<file path="src/rtl/lis_pkg.sv">
// Shared types and constants for the LIS byte-stream controller and its serializer.
package lis_pkg;

  typedef enum logic [1:0] {
    IDLE  = 2'd0,
    LOAD  = 2'd1,
    DRAIN = 2'd2
  } state_e;

  localparam int ELEM_W         = 32;
  localparam int BYTES_PER_ELEM = 4;
  localparam bit MSB_FIRST      = 1'b1;

  // Byte number idx of an element in wire order.
  function automatic logic [7:0] byte_sel(input logic [ELEM_W-1:0] word, input logic [1:0] idx);
    logic [ELEM_W-1:0] sh;
    sh = MSB_FIRST ? (word << {idx, 3'b000}) : (word >> {idx, 3'b000});
    return MSB_FIRST ? sh[ELEM_W-1 -: 8] : sh[7:0];
  endfunction

endpackage

</file>
<file path="src/rtl/lis_byte_serializer.sv">
// Holds one sorted 32-bit element and hands it out a byte at a time on a
// valid/ready byte stream.
module lis_byte_serializer
  import lis_pkg::*;
(
  input  logic              clk,
  input  logic              rst_n,
  input  logic              i_en,
  input  logic              i_word_valid,
  output logic              o_word_ready,
  input  logic [ELEM_W-1:0] i_word,
  output logic              o_valid,
  input  logic              i_ready,
  output logic [7:0]        o_data,
  output logic              o_word_done
);

  logic [ELEM_W-1:0] r_obuf;
  logic [1:0]        r_bidx;
  logic              r_ofull;
  logic              w_load;
  logic              w_xfer;

  assign o_word_ready = i_en && !r_ofull;
  assign w_load       = i_word_valid && o_word_ready;
  assign w_xfer       = r_ofull && i_ready;
  assign o_word_done  = w_xfer && (r_bidx == 2'(BYTES_PER_ELEM - 1));
  assign o_valid      = r_ofull;
  assign o_data       = byte_sel(r_obuf, r_bidx);

  always_ff @(posedge clk or negedge rst_n) begin
    if (!rst_n) begin
      r_obuf  <= '0;
      r_bidx  <= '0;
      r_ofull <= 1'b0;
    end else if (w_load) begin
      r_obuf  <= i_word;
      r_bidx  <= '0;
      r_ofull <= 1'b1;
    end else if (w_xfer) begin
      r_bidx <= r_bidx + 2'd1;
      if (o_word_done) begin
        r_ofull <= 1'b0;
      end
    end
  end

endmodule

</file>
<file path="src/rtl/lis_stream_ctrl.sv">
// Sequencer between the GPIO byte streams and the linear insertion sorter:
// packs bytes into elements, feeds one frame, then drains it back as bytes.
module lis_stream_ctrl
  import lis_pkg::*;
#(
  parameter int LIS_SIZE = 8,
  parameter int CNT_W    = $clog2(LIS_SIZE + 1)
) (
  input  logic              clock,
  input  logic              resetb,
  input  logic              enable,
  input  logic              in_valid,
  output logic              in_ready,
  input  logic [7:0]        in_data,
  input  logic              in_last,
  output logic              out_valid,
  input  logic              out_ready,
  output logic [7:0]        out_data,
  output logic              s_in_valid,
  input  logic              s_in_ready,
  output logic [ELEM_W-1:0] s_in_data,
  output logic              s_in_last,
  input  logic              s_out_valid,
  output logic              s_out_ready,
  input  logic [ELEM_W-1:0] s_out_data,
  output logic              busy,
  output logic              frame_err,
  output logic [15:0]       frames_done
);

  state_e            r_state;
  logic [ELEM_W-1:0] r_word;
  logic [1:0]        r_bidx;
  logic              r_wfull;
  logic              r_s_in_last;
  logic              r_frame_err;
  logic [CNT_W-1:0]  r_ecount;
  logic [CNT_W-1:0]  r_ocount;
  logic [CNT_W-1:0]  r_nelem;
  logic [15:0]       r_frames_done;

  logic              w_in_xfer;
  logic              w_sin_xfer;
  logic              w_word_end;
  logic              w_at_cap;
  logic              w_drain;
  logic              w_word_done;
  logic              w_frame_out;
  logic [ELEM_W-1:0] w_shifted;
  logic [ELEM_W-1:0] w_justified;

  assign in_ready    = (r_state == LOAD) && !r_wfull;
  assign w_in_xfer   = in_valid && in_ready;
  assign w_sin_xfer  = r_wfull && s_in_ready;
  assign w_shifted   = {r_word[ELEM_W-9:0], in_data};
  // A short final word is shifted up so its bytes stay MSB-aligned with 00 below.
  assign w_justified = w_shifted << {~r_bidx, 3'b000};
  assign w_word_end  = (r_bidx == 2'(BYTES_PER_ELEM - 1)) || in_last;
  assign w_at_cap    = (r_ecount == CNT_W'(LIS_SIZE - 1));
  assign w_drain     = (r_state == DRAIN);
  assign w_frame_out = w_word_done && ((r_ocount + CNT_W'(1)) == r_nelem);

  assign s_in_valid  = r_wfull;
  assign s_in_data   = r_word;
  assign s_in_last   = r_s_in_last;
  assign busy        = (r_state != IDLE);
  assign frame_err   = r_frame_err;
  assign frames_done = r_frames_done;

  lis_byte_serializer u_ser (
    .clk          (clock),
    .rst_n        (resetb),
    .i_en         (w_drain),
    .i_word_valid (s_out_valid),
    .o_word_ready (s_out_ready),
    .i_word       (s_out_data),
    .o_valid      (out_valid),
    .i_ready      (out_ready),
    .o_data       (out_data),
    .o_word_done  (w_word_done)
  );

  always_ff @(posedge clock or negedge resetb) begin
    if (!resetb) begin
      r_state       <= IDLE;
      r_word        <= '0;
      r_bidx        <= '0;
      r_wfull       <= 1'b0;
      r_s_in_last   <= 1'b0;
      r_frame_err   <= 1'b0;
      r_ecount      <= '0;
      r_ocount      <= '0;
      r_nelem       <= '0;
      r_frames_done <= '0;
    end else begin
      case (r_state)
        IDLE: begin
          if (enable) r_state <= LOAD;
        end
        LOAD: begin
          if (w_in_xfer) begin
            if (w_word_end) begin
              r_word      <= w_justified;
              r_bidx      <= '0;
              r_wfull     <= 1'b1;
              r_s_in_last <= in_last || w_at_cap;
              if (in_last && (r_bidx != 2'(BYTES_PER_ELEM - 1))) r_frame_err <= 1'b1;
            end else begin
              r_word <= w_shifted;
              r_bidx <= r_bidx + 2'd1;
            end
          end
          if (w_sin_xfer) begin
            r_wfull     <= 1'b0;
            r_s_in_last <= 1'b0;
            r_ecount    <= r_ecount + CNT_W'(1);
            if (r_s_in_last) begin
              r_nelem <= r_ecount + CNT_W'(1);
              r_state <= DRAIN;
            end
          end
        end
        DRAIN: begin
          if (w_word_done) r_ocount <= r_ocount + CNT_W'(1);
          if (w_frame_out) begin
            r_frames_done <= r_frames_done + 16'd1;
            r_ecount      <= '0;
            r_ocount      <= '0;
            r_nelem       <= '0;
            r_state       <= enable ? LOAD : IDLE;
          end
        end
        default: r_state <= IDLE;
      endcase
    end
  end

endmodule

</file>
<file path="config.mk">
export PLATFORM = sky130hd
export DESIGN_NAME = lis_stream_ctrl
export DESIGN_NICKNAME = d
export VERILOG_FILES = /design/src/rtl/lis_pkg.sv /design/src/rtl/lis_byte_serializer.sv /design/src/rtl/lis_stream_ctrl.sv
export SDC_FILE = /design/constraint.sdc
export NUM_CORES = 1
export LEC_CHECK = 0
export BUFFER_PORTS_ARGS = -buffer_cell sky130_fd_sc_hd__buf_2
export CAP_MARGIN = 30
export CORE_MARGIN = 2
export CORE_UTILIZATION = 59
export DETAILED_ROUTE_END_ITERATION = 10
export PLACE_DENSITY = 0.95
export SETUP_SLACK_MARGIN = 0.3
export SLEW_MARGIN = 0
export SYNTH_ARGS = -nofsm -noshare
export SYNTH_HDL_FRONTEND = slang
export SYNTH_SLANG_ARGS = --single-unit
</file>
<file path="constraint.sdc">
create_clock -name clock -period 5.9 [get_ports clock]
set_input_delay 0.295 -clock clock [delete_from_list [all_inputs] [get_ports clock]]
set_output_delay 0.295 -clock clock [all_outputs]
set_load 0.02 [all_outputs]
</file>
After elaboration in Yosys (flattened, before gate mapping)
Index checks and enable logic that the tools add are counted.
{"block": "word_totals", "register_bits": 102, "input_bits": 48, "output_inout_bits": 63}
{"block": "op_classes", "eq_ne": 11, "add_sub_neg": 5, "mux": 27, "n_shift": 2, "n_reduce_logical": 30, "n_bitwise": 1}
{"cell": "<< shifter 32 x 5 -> 32 bit", "n": 2}
{"cell": "two-way mux 32 bit", "n": 1}
{"cell": "two-way mux 4 bit", "n": 6}
{"cell": "adder 16 x 1 -> 16 bit (second input constant)", "n": 1}
{"cell": "one-hot mux 4 bit (2 select lines)", "n": 2}
{"cell": "two-way mux 2 bit", "n": 7}
{"cell": "nonzero test 2 bit", "n": 7}
{"cell": "AND reduction 4 bit", "n": 3}
{"cell": "two-way mux 1 bit", "n": 10}
{"cell": "!= test 2 bit (second input constant)", "n": 5}
{"cell": "logical AND 1 bit", "n": 9}
{"cell": "adder 4 x 1 -> 4 bit (second input constant)", "n": 2}
{"cell": "AND reduction 2 bit", "n": 4}
{"cell": "equality test 2 bit (second input constant)", "n": 3}
{"cell": "one-hot mux 2 bit (3 select lines)", "n": 1}
{"cell": "AND reduction 3 bit", "n": 2}
{"cell": "adder 2 x 1 -> 2 bit (second input constant)", "n": 2}
{"cell": "equality test 4 x 3 -> 1 bit (second input constant)", "n": 1}
{"cell": "equality test 4 bit", "n": 1}
{"cell": "equality test 2 x 1 -> 1 bit (second input constant)", "n": 1}
{"cell": "logical NOT 1 bit", "n": 2}
{"cell": "logical NOT 2 bit", "n": 1}
{"cell": "logical OR 1 bit", "n": 2}
{"cell": "inverter 2 bit", "n": 1}

Depth between registers and ports, before layout
Gate-level depths: netlist (run 1).
{"block": "logic_depth", "word_depth": 5, "ltp_mapped": 7, "ltp_nobuf": 5}

Cells and area by module
From an unflattened synthesis (run 1), not the netlist that was laid out.
{"block": "hier_totals", "hier_cells": 495, "hier_area_um2": 5313.8}
{"mod": "lis_stream_ctrl", "cells_each": 403, "area_per_inst_um2": 3651.0, "seq_area_each_um2": 1676.6, "n_inst": 1}
{"mod": "lis_byte_serializer", "cells_each": 92, "area_per_inst_um2": 1662.8, "seq_area_each_um2": 875.8, "n_inst": 1}

Worst setup path before layout (run 1)
Ideal clock, no wire load.
{"block": "synth_path", "kind": "register -> register", "start": "register r_state[0]", "end": "register r_word[17], in the netlist s_in_data[17]", "n_path_buf": 3, "setup_slack_ns": 3.983, "path_stages_with_launch": 8, "t_arrival_ns": 1.839, "required_ns": 5.823, "period_less_slack_ns": 1.917, "path_cell_list": "dfrtp_1 -> clkbuf_1 -> nor3b_1 -> and2_1 -> buf_2 -> buf_2 -> nor2_1 -> a21oi_1"}
{"block": "synth_via", "elab_chain_cells": 4}
{"item": "from (decl)", "line": "lis_stream_ctrl.sv:31", "text": "state_e r_state;"}
{"item": "from (signal assigned)", "line": "lis_stream_ctrl.sv:130", "text": "r_state <= enable ? LOAD : IDLE;"}
{"item": "equality test 2 x 1 -> 1 bit", "line": "lis_stream_ctrl.sv:52", "text": "assign in_ready = (r_state == LOAD) && !r_wfull;"}
{"item": "logical AND 1 bit", "line": "lis_stream_ctrl.sv:52"}
{"item": "via in_ready", "line": "lis_stream_ctrl.sv:13", "text": "output logic in_ready,"}
{"item": "logical AND 1 bit", "line": "lis_stream_ctrl.sv:53", "text": "assign w_in_xfer = in_valid && in_ready;"}
{"item": "AND reduction 2 bit (no line)"}
{"item": "to (signal assigned)", "line": "lis_stream_ctrl.sv:103", "text": "r_word <= w_justified;"}
{"item": "to (signal assigned)", "line": "lis_stream_ctrl.sv:109", "text": "r_word <= w_shifted;"}
{"item": "to (decl)", "line": "lis_stream_ctrl.sv:32", "text": "logic [ELEM_W-1:0] r_word;"}
The timed path passes the listed nets, and every way through them passes these cells.
A chain may end at the register's enable or synchronous reset.

Final worst setup path (run 1)
{"block": "layout_path", "start": "register r_bidx[1]", "end": "register r_word[17], in the netlist s_in_data[17]"}
{"block": "layout_via", "elab_chain_cells": 3, "elab_cells_between_ends": 5}
{"item": "from (decl)", "line": "lis_stream_ctrl.sv:33", "text": "logic [1:0] r_bidx;"}
{"item": "from (signal assigned)", "line": "lis_stream_ctrl.sv:110", "text": "r_bidx <= r_bidx + 2'd1;"}
{"item": "inverter 2 bit or equality test 2 bit (tied branches)", "line": "lis_stream_ctrl.sv:57, lis_stream_ctrl.sv:58"}
{"item": "<< shifter 32 x 5 -> 32 bit or logical OR 1 bit (tied branches)", "line": "lis_stream_ctrl.sv:57, lis_stream_ctrl.sv:58"}
{"item": "two-way mux 32 bit *", "line": "lis_stream_ctrl.sv:102", "text": "if (w_word_end) begin"}
Mark *: on every way between the ends. The rest lies on a longest branch, timed or not.

==> results of run 1 <==
==> kinds of logic after synthesis <==
logic type | after synthesis | share of synthesized area [%]
simple gates | 163 | 16.5
compound gates | 109 | 13.2
flops | 102 | 49.1
buf+inv | 40 | 3.35
fa+ha+maj | 5 | 1.20
mux | 49 | 12.4
xor+xnor | 23 | 4.29
==> cells in the final DEF, fill, tap and decap left out, drive strengths merged, types with 3 or more instances in the layout <==
cell type and count:
a21oi 13, a221oi 8, a222oi 8, and2 3
and4 3, buf 116, clkbuf 10, dfrtp 102
ha 5, inv 7, mux2 41, mux4 8
nand2 68, nand2b 3, nand3 19, nand4 6
nor2 28, nor3 5, nor3b 3, nor4 12
o21ai 49, o22a 8, o22ai 15, xnor2 5
xor2 17
==> worst min-delay path by stage <==
stage                             to  slack (ps)      startpoint  depth (start not counted)
detailed placement   frames_done[15]         300          resetb                          1
CTS                 u_ser.r_obuf[15]         150  s_out_data[15]                          2
floorplan                  frame_err        -0.6          resetb                          0
finish              u_ser.r_obuf[15]         170  s_out_data[15]                          2
global placement     frames_done[15]         290          resetb                          1
global route        u_ser.r_obuf[17]         150  s_out_data[17]                          2
==> cell type report <==
cell class | count | area, µm² | area share, %
Sequential cell | 102 | 2550 | 42.4
Multi-Input combinational cell | 349 | 2470 | 41.1
Timing Repair Buffer | 117 | 623 | 10.4
Tap cell | 108 | 135 | 2.25
Clock buffer | 10 | 128 | 2.12
Clock inverter | 5 | 82.6 | 1.37
Inverter | 6 | 22.5 | 0.374
==> state kept, by name, indices dropped and copies added (netlist names) <==
| signal | count |
|---|---|
| r_nelem | 4 |
| r_state | 2 |
| u_ser.r_bidx | 2 |
| r_ocount | 4 |
| s_in_valid | 1 |
| s_in_last | 1 |
| u_ser.o_valid | 1 |
| frames_done | 16 |
| s_in_data | 32 |
| u_ser.r_obuf | 32 |
| r_ecount | 4 |
| frame_err | 1 |
| r_bidx | 2 |
==> cell usage after synthesis (all sizes together) <==
cell / n
nor4: 12
nor3b: 3
nand4: 6
xnor2: 5
o22a: 8
a221oi: 8
ha: 5
o21ai: 49
nand4bb: 1
nor2: 28
and4b: 2
a21o: 2
inv: 6
nor2b: 2
nor4b: 1
a2bb2oi: 1
xnor3: 1
or2: 2
nand3: 19
o31ai: 2
xor2: 17
and3b: 1
nand4b: 1
nand2b: 3
o22ai: 15
buf: 14
nand2: 68
nor3: 5
a222oi: 8
mux4: 8
or3: 1
and4: 3
and2: 3
dfrtp: 102
and3: 2
a21oi: 13
a31o: 2
clkbuf: 20
a31oi: 1
mux2: 41
==> worst max-delay path: cells and delay by family, from the launching register on <==
kind | cells | cell delay [ps]
compound gates | 2 | 390
fa+ha+maj | 1 | 650
buf+inv | 1 | 270
flops | 1 | 1000
simple gates | 2 | 700
==> layer usage <==
| metal | track usage (%) | wire (µm) | vias to the layer above | share of wire, % |
|---|---|---|---|---|
| met5 | 0 | 0 | - | 0 |
| met3 | 5.15 | 863 | 26 | 7.3 |
| li1 | - | - | 1979 | - |
| met1 | 32.9 | 4800 | 2052 | 41 |
| met4 | 8.23 | 223 | 0 | 1.9 |
| met2 | 41.2 | 5930 | 206 | 50 |
==> per-stage QoR <==
stage	cell area (µm²)	setup slack, ps	instances
final	6010	2800	697
after global routing	6010	2620	697
after CTS	6010	2930	697
after detailed placement	5790	2950	681
after global placement	5760	2990	679
after floorplan	5190	3980	491
==> what timing repair did <==
| action | 4_1_cts | 5_1_grt |
|---|---|---|
| hold buffers | 1 | 0 |
| resized for setup | 0 | 0 |
| hold endpoints to repair | 41 | 0 |
==> report_power, final <==
part	internal (W)	leakage, nW	switching (W)	total [W]
clock network	0.000239	0.107	0.000232	0.000470
logic	0.000516	1.48	0.000666	0.00118
registers	0.000942	1.29	0.000279	0.00122
total	0.00170	2.87	0.00118	0.00287
==> impl_metrics.env, run 1 <==
export IMPL_route_detailed_drc=0
export IMPL_gp_congestion=0.978
export IMPL_cts_root_buf="clkbuf_8"
export IMPL_grt_max_degree=62
export IMPL_final_layout_size_suffix_gt1_share_pct=33.1
export IMPL_drv_slew=0
export IMPL_num_vias=4263
export IMPL_synthesis_area_um2=5190
export IMPL_wl_um=11800
export IMPL_ys_warn_count=0
export IMPL_netlist_area_leader_share_pct=49.1
export IMPL_clk_path_buf_depth=2
export IMPL_yosysSeqAreaShare_pct=49.1
export IMPL_status="complete, no violations"
export IMPL_rsz0062_at_grt="false"
export IMPL_critPathMaxFanout=30
export IMPL_grt_usage_pct=24.8
export IMPL_power_density_nw_per_um2=478
export IMPL_num_antenna_cells=0
export IMPL_grt_pass1_wl_um=19600
export IMPL_yosys_area_top_type="dfrtp_1"
export IMPL_fmax_mhz=323
export IMPL_ys_seq_elements=102
export IMPL_clkSinkCount=102
export IMPL_dieHeight_um=97.8
export IMPL_die_w_um=97.8
export IMPL_crit_type="flip-flop to flip-flop"
export IMPL_overflow=0
export IMPL_synth_cells=491
export IMPL_maxCapViolCount=0
export IMPL_finalSetupTns_ps=0
export IMPL_die_area_um2=9570
export IMPL_final_util_pct=69.6
export IMPL_cp_start_kind="flip-flop"
export IMPL_synth_cell_type_count=49
export IMPL_area_growth_pct=15.8
export IMPL_crit_path_end_kind="flip-flop"
export IMPL_power_w=0.00287
export IMPL_cp_startpoint="r_bidx[1]"
export IMPL_synth_area_top_cells="dfrtp_1 49%, mux2_2 8.9%, nand2_1 4.9%"
export IMPL_r2r_setup_slack_ps=2800
export IMPL_drtAntennaViolNets=0
export IMPL_nets=638
export IMPL_crit_path_end="s_in_data[17]"
export IMPL_worst_slew_pin_transition_ps=1020
export IMPL_io_pins=111
export IMPL_clock_latency_ps=360
export IMPL_holdWs_ps=166
export IMPL_syn_area_per_cell_um2=10.6
export IMPL_firstDrtPassIters=6
export IMPL_clk_pin_slew_worst_paths_ps=100
export IMPL_fin_crit_ps=3100
export IMPL_required_ps=6180
export IMPL_r2r_end="s_in_data[17]"
export IMPL_num_rows=34
export IMPL_post_drt_wl_per_cell_um=17.0
export IMPL_syn_num_nets=544
export IMPL_hpwl_um=8490
export IMPL_cts_buffers=9
export IMPL_critPathSlowestCell="dfrtp_1"
export IMPL_regToRegStartpoint="r_bidx[1]"
export IMPL_finalCritPeriodShare_pct=52.5
export IMPL_critPathMaxStageDelay_ps=1000
export IMPL_r2r_cells=6
export IMPL_coreArea_um2=8640
export IMPL_post_cts_buffers=0
export IMPL_finalHoldViolations=0
export IMPL_via_per_inst=6.12
export IMPL_drtIter0Drc=365
export IMPL_ir_drop_mv=0.366
export IMPL_worstPathCellList="ha_1, nor2_2, buf_4, nor3b_2, a222oi_1, a21oi_1"
export IMPL_slew_headroom_pct=31.4
export IMPL_grt_pass1_vias=4116
export IMPL_grt_antenna_before_repair=0
export IMPL_start_util_pct=60.2
export IMPL_setup_violations=0
export IMPL_arrival_ps=3380
export IMPL_fillers=602
export IMPL_cts_tree="built"
export IMPL_port_buffers=110
export IMPL_fin_worst_skew_ps=21.0
export IMPL_hold_path_class="input port to flip-flop"
export IMPL_htreeDepth=3
export IMPL_leakagePower_nw=2.87
(Power assumes the default switching activity.)
==> run 2, diff against run 1 <==
--- a/config.mk
+++ b/config.mk
@@ -8,9 +8,9 @@
 export BUFFER_PORTS_ARGS = -buffer_cell sky130_fd_sc_hd__buf_2
 export CAP_MARGIN = 30
 export CORE_MARGIN = 2
-export CORE_UTILIZATION = 59
+export CORE_UTILIZATION = 55
 export DETAILED_ROUTE_END_ITERATION = 10
-export PLACE_DENSITY = 0.95
+export PLACE_DENSITY = 0.92
 export SETUP_SLACK_MARGIN = 0.3
 export SLEW_MARGIN = 0
 export SYNTH_ARGS = -nofsm -noshare
==> constraint.sdc (replaced) <==
create_clock -name clock -period 3.1 [get_ports clock]
set_input_delay 0.155 -clock clock [delete_from_list [all_inputs] [get_ports clock]]
set_output_delay 0.155 -clock clock [all_outputs]
set_load 0.02 [all_outputs]
==> impl_metrics.env, run 2 (synthesized netlist as in run 1, its figures left out) <==
export IMPL_overflow=0
export IMPL_critPathMaxFanout=16
export IMPL_finalSetupTns_ps=0
export IMPL_fin_worst_skew_ps=17.4
export IMPL_post_cts_buffers=0
export IMPL_maxCapViolCount=0
export IMPL_num_rows=35
export IMPL_grt_use_met3_pct=5.18
export IMPL_worst_slew_pin_transition_ps=756
export IMPL_finalCritPeriodShare_pct=78.8
export IMPL_drtAntennaViolNets=0
export IMPL_cp_start_kind="flip-flop"
export IMPL_hold_depth=2
export IMPL_dieHeight_um=101
export IMPL_drv_slew=0
export IMPL_r2r_setup_slack_ps=660
export IMPL_hold_path_class="input port to flip-flop"
export IMPL_cts_buffers=9
export IMPL_clk_path_buf_depth=2
export IMPL_layout_cells_non_filler=712
export IMPL_fin_crit_ps=2440
export IMPL_finalHoldViolations=0
export IMPL_firstDrtPassIters=6
export IMPL_gp_congestion=0.860
export IMPL_place_inst=689
export IMPL_required_ps=3350
export IMPL_wl_um=12500
export IMPL_power_density_nw_per_um2=889
export IMPL_area_growth_pct=17.3
export IMPL_min_from="s_out_data[22]"
export IMPL_port_buffers=110
export IMPL_num_vias=4417
export IMPL_regToRegStartpoint="r_ocount[0]"
export IMPL_fmax_mhz=409
export IMPL_via_per_inst=6.20
export IMPL_route_detailed_drc=0
export IMPL_setup_violations=0
export IMPL_grt_usage_pct=24.5
export IMPL_grt_met1_usage_pct=31.5
export IMPL_use_met2_pct=40.7
export IMPL_clock_latency_ps=370
export IMPL_grt_antenna_before_repair=0
export IMPL_p_sw_w=0.00229
export IMPL_num_antenna_cells=0
export IMPL_post_cts_resized=0
export IMPL_slew_headroom_pct=49.6
export IMPL_p_clk_share_pct=14.7
export IMPL_crit_type="flip-flop to flip-flop"
export IMPL_r2r_end="frames_done[1]"
export IMPL_final_cell_mix="109 x buf_2, 102 x dfrtp_1, 68 x nand2_1"
export IMPL_layout_commonest_cell="buf_2"
export IMPL_swShare_pct=42.3
export IMPL_rsz0062_at_grt="false"
export IMPL_coreArea_um2=9200
export IMPL_io_pins=111
export IMPL_clk_pin_slew_worst_paths_ps=90
export IMPL_power_frac_comb_pct=44.6
export IMPL_die_area_um2=10200
export IMPL_nets=649
export IMPL_arrival_ps=2690
export IMPL_r2r_cells=5
export IMPL_hpwl_um=8540
export IMPL_post_drt_wl_per_cell_um=17.5
export IMPL_htreeDepth=3
export IMPL_grt_pass1_vias=4245
export IMPL_grt_max_degree=77
export IMPL_status="complete, no violations"
export IMPL_start_util_pct=56.5
export IMPL_cts_root_buf="clkbuf_8"
export IMPL_cp_startpoint="r_ocount[0]"
export IMPL_die_w_um=101
export IMPL_crit_path_end_kind="flip-flop"
export IMPL_grt_busiest_layer="met2"
export IMPL_clkSinkCount=102
export IMPL_p_int_w=0.00312
export IMPL_drtIter0Drc=310
export IMPL_ir_drop_mv=0.515
export IMPL_cts_tree="built"
export IMPL_leakagePower_nw=2.91
export IMPL_worstHoldEndpoint="u_ser.r_obuf[22]"
export IMPL_grt_pass1_wl_um=20000
export IMPL_power_frac_seq_pct=40.7
export IMPL_final_layout_size_suffix_gt1_share_pct=33.8
## run 2: metal layers
metal	wire [µm]	vias to the layer above	part of all wire [%]
li1	-	2001	-
met1	4960	2154	40
met2	6300	234	50
met3	952	28	7.6
met4	274	0	2.2
met5	0	-	0
## run 2: area by class of cell
type | count | area (µm²)
fill | 686 | 3100
sequential | 102 | 2550
multi-input combinational | 349 | 2470
timing repair buffer | 128 | 724
clock buffer | 11 | 141
tap | 111 | 139
clock inverter | 5 | 42.5
inverter | 6 | 22.5
## run 2: repair_timing
item | 4_1_cts | 5_1_grt
endpoints found under the setup margin | 0 | 0
hold buffers | 4 | 1
endpoints found under the hold margin | 77 | 1
## run 2: power groups by stage
stage               combinational (W)  clock [W]  sequential, W
floorplan                     0.00151          0        0.00236
global placement              0.00229          0        0.00217
detailed placement            0.00239          0        0.00222
CTS                           0.00240   0.000807        0.00220
global route                  0.00264   0.000855        0.00226
finish                        0.00241   0.000794        0.00221
## run 2: worst max-delay path by stage
stage	to
floorplan	s_in_data[17]
global placement	frames_done[1]
detailed placement	frames_done[1]
CTS	frames_done[1]
global route	frames_done[1]
finish	frames_done[1]
## run 2: through the flow
stage                     util (%)  area (µm²)  hold slack, ps  power (W)  setup WS, ps
final                         66.3        6090            22.5    0.00541           656
after floorplan                  -        5190            -141    0.00387          1180
after global placement        63.3        5820             348    0.00446           805
after CTS                     65.7        6040            1.54    0.00540           666
after detailed placement      63.3        5820             369    0.00461           692
after global routing          66.3        6090            8.68    0.00575           456
## run 2: critical path, cell delays in order, from the launching register on
cell     delay (ps)
dfrtp_1         440
ha_1            340
xnor2_1         240
nand3_2         410
nor3_4          500
mux2_2          400
==> run 3, diff against run 2 <==
--- a/config.mk
+++ b/config.mk
@@ -5,12 +5,13 @@
 export SDC_FILE = /design/constraint.sdc
 export NUM_CORES = 1
 export LEC_CHECK = 0
+export ABC_AREA = 1
 export BUFFER_PORTS_ARGS = -buffer_cell sky130_fd_sc_hd__buf_2
 export CAP_MARGIN = 30
 export CORE_MARGIN = 2
 export CORE_UTILIZATION = 55
 export DETAILED_ROUTE_END_ITERATION = 10
-export PLACE_DENSITY = 0.92
+export PLACE_DENSITY = 0.93
 export SETUP_SLACK_MARGIN = 0.3
 export SLEW_MARGIN = 0
 export SYNTH_ARGS = -nofsm -noshare
==> constraint.sdc (replaced) <==
create_clock -name clock -period 2.47 [get_ports clock]
set_input_delay 0.1235 -clock clock [delete_from_list [all_inputs] [get_ports clock]]
set_output_delay 0.1235 -clock clock [all_outputs]
set_load 0.02 [all_outputs]
==> impl_metrics.env, run 3 <==
export IMPL_crit_path_end_kind="primary output"
export IMPL_yosysMostFrequentCell="nand2_1"
export IMPL_firstDrtPassIters=7
export IMPL_power_density_nw_per_um2=1070
export IMPL_netlist_area_leader_share_pct=50.0
export IMPL_leakagePower_nw=3.29
export IMPL_grt_max_degree=53
export IMPL_synth_area_top_cells="dfrtp_1 50%, nand2_1 17%, o21ai_0 6.2%"
export IMPL_r2r_cells=9
export IMPL_cts_tree="built"
export IMPL_htreeDepth=3
export IMPL_critPathSlowestCell="dfrtp_1"
export IMPL_coreArea_um2=9110
export IMPL_cp_start_kind="flip-flop"
export IMPL_fin_worst_skew_ps=20.2
export IMPL_layout_commonest_cell="nand2_1"
export IMPL_num_antenna_cells=0
export IMPL_final_util_pct=68.8
export IMPL_final_layout_size_suffix_gt1_share_pct=19.6
export IMPL_status="complete, no violations"
export IMPL_ys_flop_type="dfrtp_1"
export IMPL_slew_headroom_pct=54.3
export IMPL_port_buffers=110
export IMPL_fin_crit_ps=2070
export IMPL_worst_slew_pin_transition_ps=686
export IMPL_num_vias=5231
export IMPL_grt_pass1_wl_um=24200
export IMPL_yosysSeqAreaShare_pct=50.0
export IMPL_multi_input_area_um2=2230
export IMPL_crit_type="flip-flop to primary output"
export IMPL_drv_slew=0
export IMPL_clkSinkCount=102
export IMPL_num_rows=35
export IMPL_post_cts_buffers=0
export IMPL_cts_root_buf="clkbuf_8"
export IMPL_ir_drop_mv=0.610
export IMPL_cp_startpoint="u_ser.r_bidx[0]"
export IMPL_ys_seq_elements=102
export IMPL_clock_latency_ps=370
export IMPL_clk_path_buf_depth=2
export IMPL_regToRegStartpoint="r_ocount[0]"
export IMPL_worstSetupPathDepth=5
export IMPL_fmax_mhz=483
export IMPL_nets=836
export IMPL_overflow=0
export IMPL_synth_cells=644
export IMPL_drtAntennaViolNets=0
export IMPL_gp_congestion=0.931
export IMPL_finalSetupTns_ps=0
export IMPL_synth_commonest_cells="227 x nand2_1, 102 x dfrtp_1, 63 x o21ai_0"
export IMPL_r2r_end="r_ecount[2]"
export IMPL_critPathMaxStageDelay_ps=370
export IMPL_rsz0062_at_grt="false"
export IMPL_yosys_area_top_type="dfrtp_1"
export IMPL_crit_family="buffers and inverters"
export IMPL_area_growth_pct=22.7
export IMPL_power_w=0.00670
export IMPL_synthesis_area_um2=5100
export IMPL_required_ps=2350
export IMPL_die_w_um=100
export IMPL_start_util_pct=56.0
export IMPL_worstPathCellList="buf_4, clkinvlp_4, o21ai_0, o22ai_1, buf_2"
export IMPL_finalHoldViolations=0
export IMPL_wl_um=14400
export IMPL_grt_pass1_vias=5065
export IMPL_syn_num_nets=697
export IMPL_final_cell_mix="227 x nand2_1, 109 x buf_2, 102 x dfrtp_1"
export IMPL_synth_edf_count=0
export IMPL_holdWs_ps=26.5
export IMPL_route_detailed_drc=0
export IMPL_post_drt_wl_per_cell_um=16.1
export IMPL_clk_pin_slew_worst_paths_ps=110
export IMPL_critPathMaxFanout=18
export IMPL_r2r_setup_slack_ps=460
export IMPL_crit_path_end="out_data[5]"
export IMPL_hpwl_um=9130
export IMPL_fillers=695
export IMPL_hold_path_class="input port to flip-flop"
export IMPL_synth_cell_type_count=32
export IMPL_setup_violations=0
export IMPL_cp_buffers_inverters=3
export IMPL_final_seq_area_um2=2550
export IMPL_syn_area_per_cell_um2=7.92
export IMPL_maxCapViolCount=0
export IMPL_cts_buffers=9
export IMPL_finalCritPeriodShare_pct=83.7
export IMPL_arrival_ps=1940
export IMPL_hold_depth=3
export IMPL_io_pins=111
export IMPL_die_area_um2=10100
export IMPL_grt_antenna_before_repair=0
export IMPL_grt_usage_pct=30.3
export IMPL_dieHeight_um=100
export IMPL_drtIter0Drc=411
export IMPL_ys_warn_count=0
export IMPL_via_per_inst=5.83
export IMPL_synthArstFlopShare_pct=100
[run 3: cells by family after synthesis]
group           count (synthesis)  synth area share, %
simple gates                  317                 25.7
compound gates                135                 15.3
flops                         102                 50.0
buf+inv                        77                 6.37
xor+xnor                        8                 1.37
fa+ha+maj                       5                 1.23
[run 3: worst min-delay path, stage by stage]
cell	delay, ps
buf_2	110
nand3_1	70
o21ai_0	60
[run 3: metal layers]
metal | GRT usage [%] | routed length, µm | share of wire [%]
met1 | 38.5 | 5600 | 39
met2 | 50.9 | 6940 | 48
met3 | 4.60 | 1180 | 8.2
met4 | 14.4 | 692 | 4.8
met5 | 0 | 0 | 0
[run 3: worst min-delay path by stage]
stage,start,endpoint
after floorplan,resetb,frame_err
after global placement,resetb,frames_done[4]
after detailed placement,resetb,frames_done[3]
after CTS,in_data[1],s_in_data[1]
after global routing,in_data[1],s_in_data[1]
final,in_data[1],s_in_data[1]
[run 3: metrics by stage]
| step | worst slack, ps | area (µm²) | instances |
|---|---|---|---|
| 3_5_place_dp | 489 | 5760 | 850 |
| 5_1_grt | 314 | 6260 | 898 |
| 4_1_cts | 451 | 6260 | 898 |
| 3_3_place_gp | 635 | 5760 | 850 |
| 2_1_floorplan | 792 | 5100 | 644 |
| 6_report | 402 | 6260 | 898 |
[run 3: power by group]
group	switching, W	internal [W]
Combinational	0.00194	0.000997
Clock	0.000610	0.000377
Sequential	0.000508	0.00227
[run 3: area by class of cell]
type	instances	area share [%]
Timing Repair Buffer	153	15.5
Sequential cell	102	40.8
Multi-Input combinational cell	465	35.5
Clock buffer	10	2.04
Clock inverter	5	0.719
Inverter	52	3.22
Tap cell	111	2.22
[run 3: timing repair]
| action | CTS | global route |
|---|---|---|
| setup endpoints to repair | 0 | 2 |
| endpoints found under the hold margin | 81 | 0 |
| hold buffers | 33 | 0 |
| gates resized for setup | 0 | 1 |
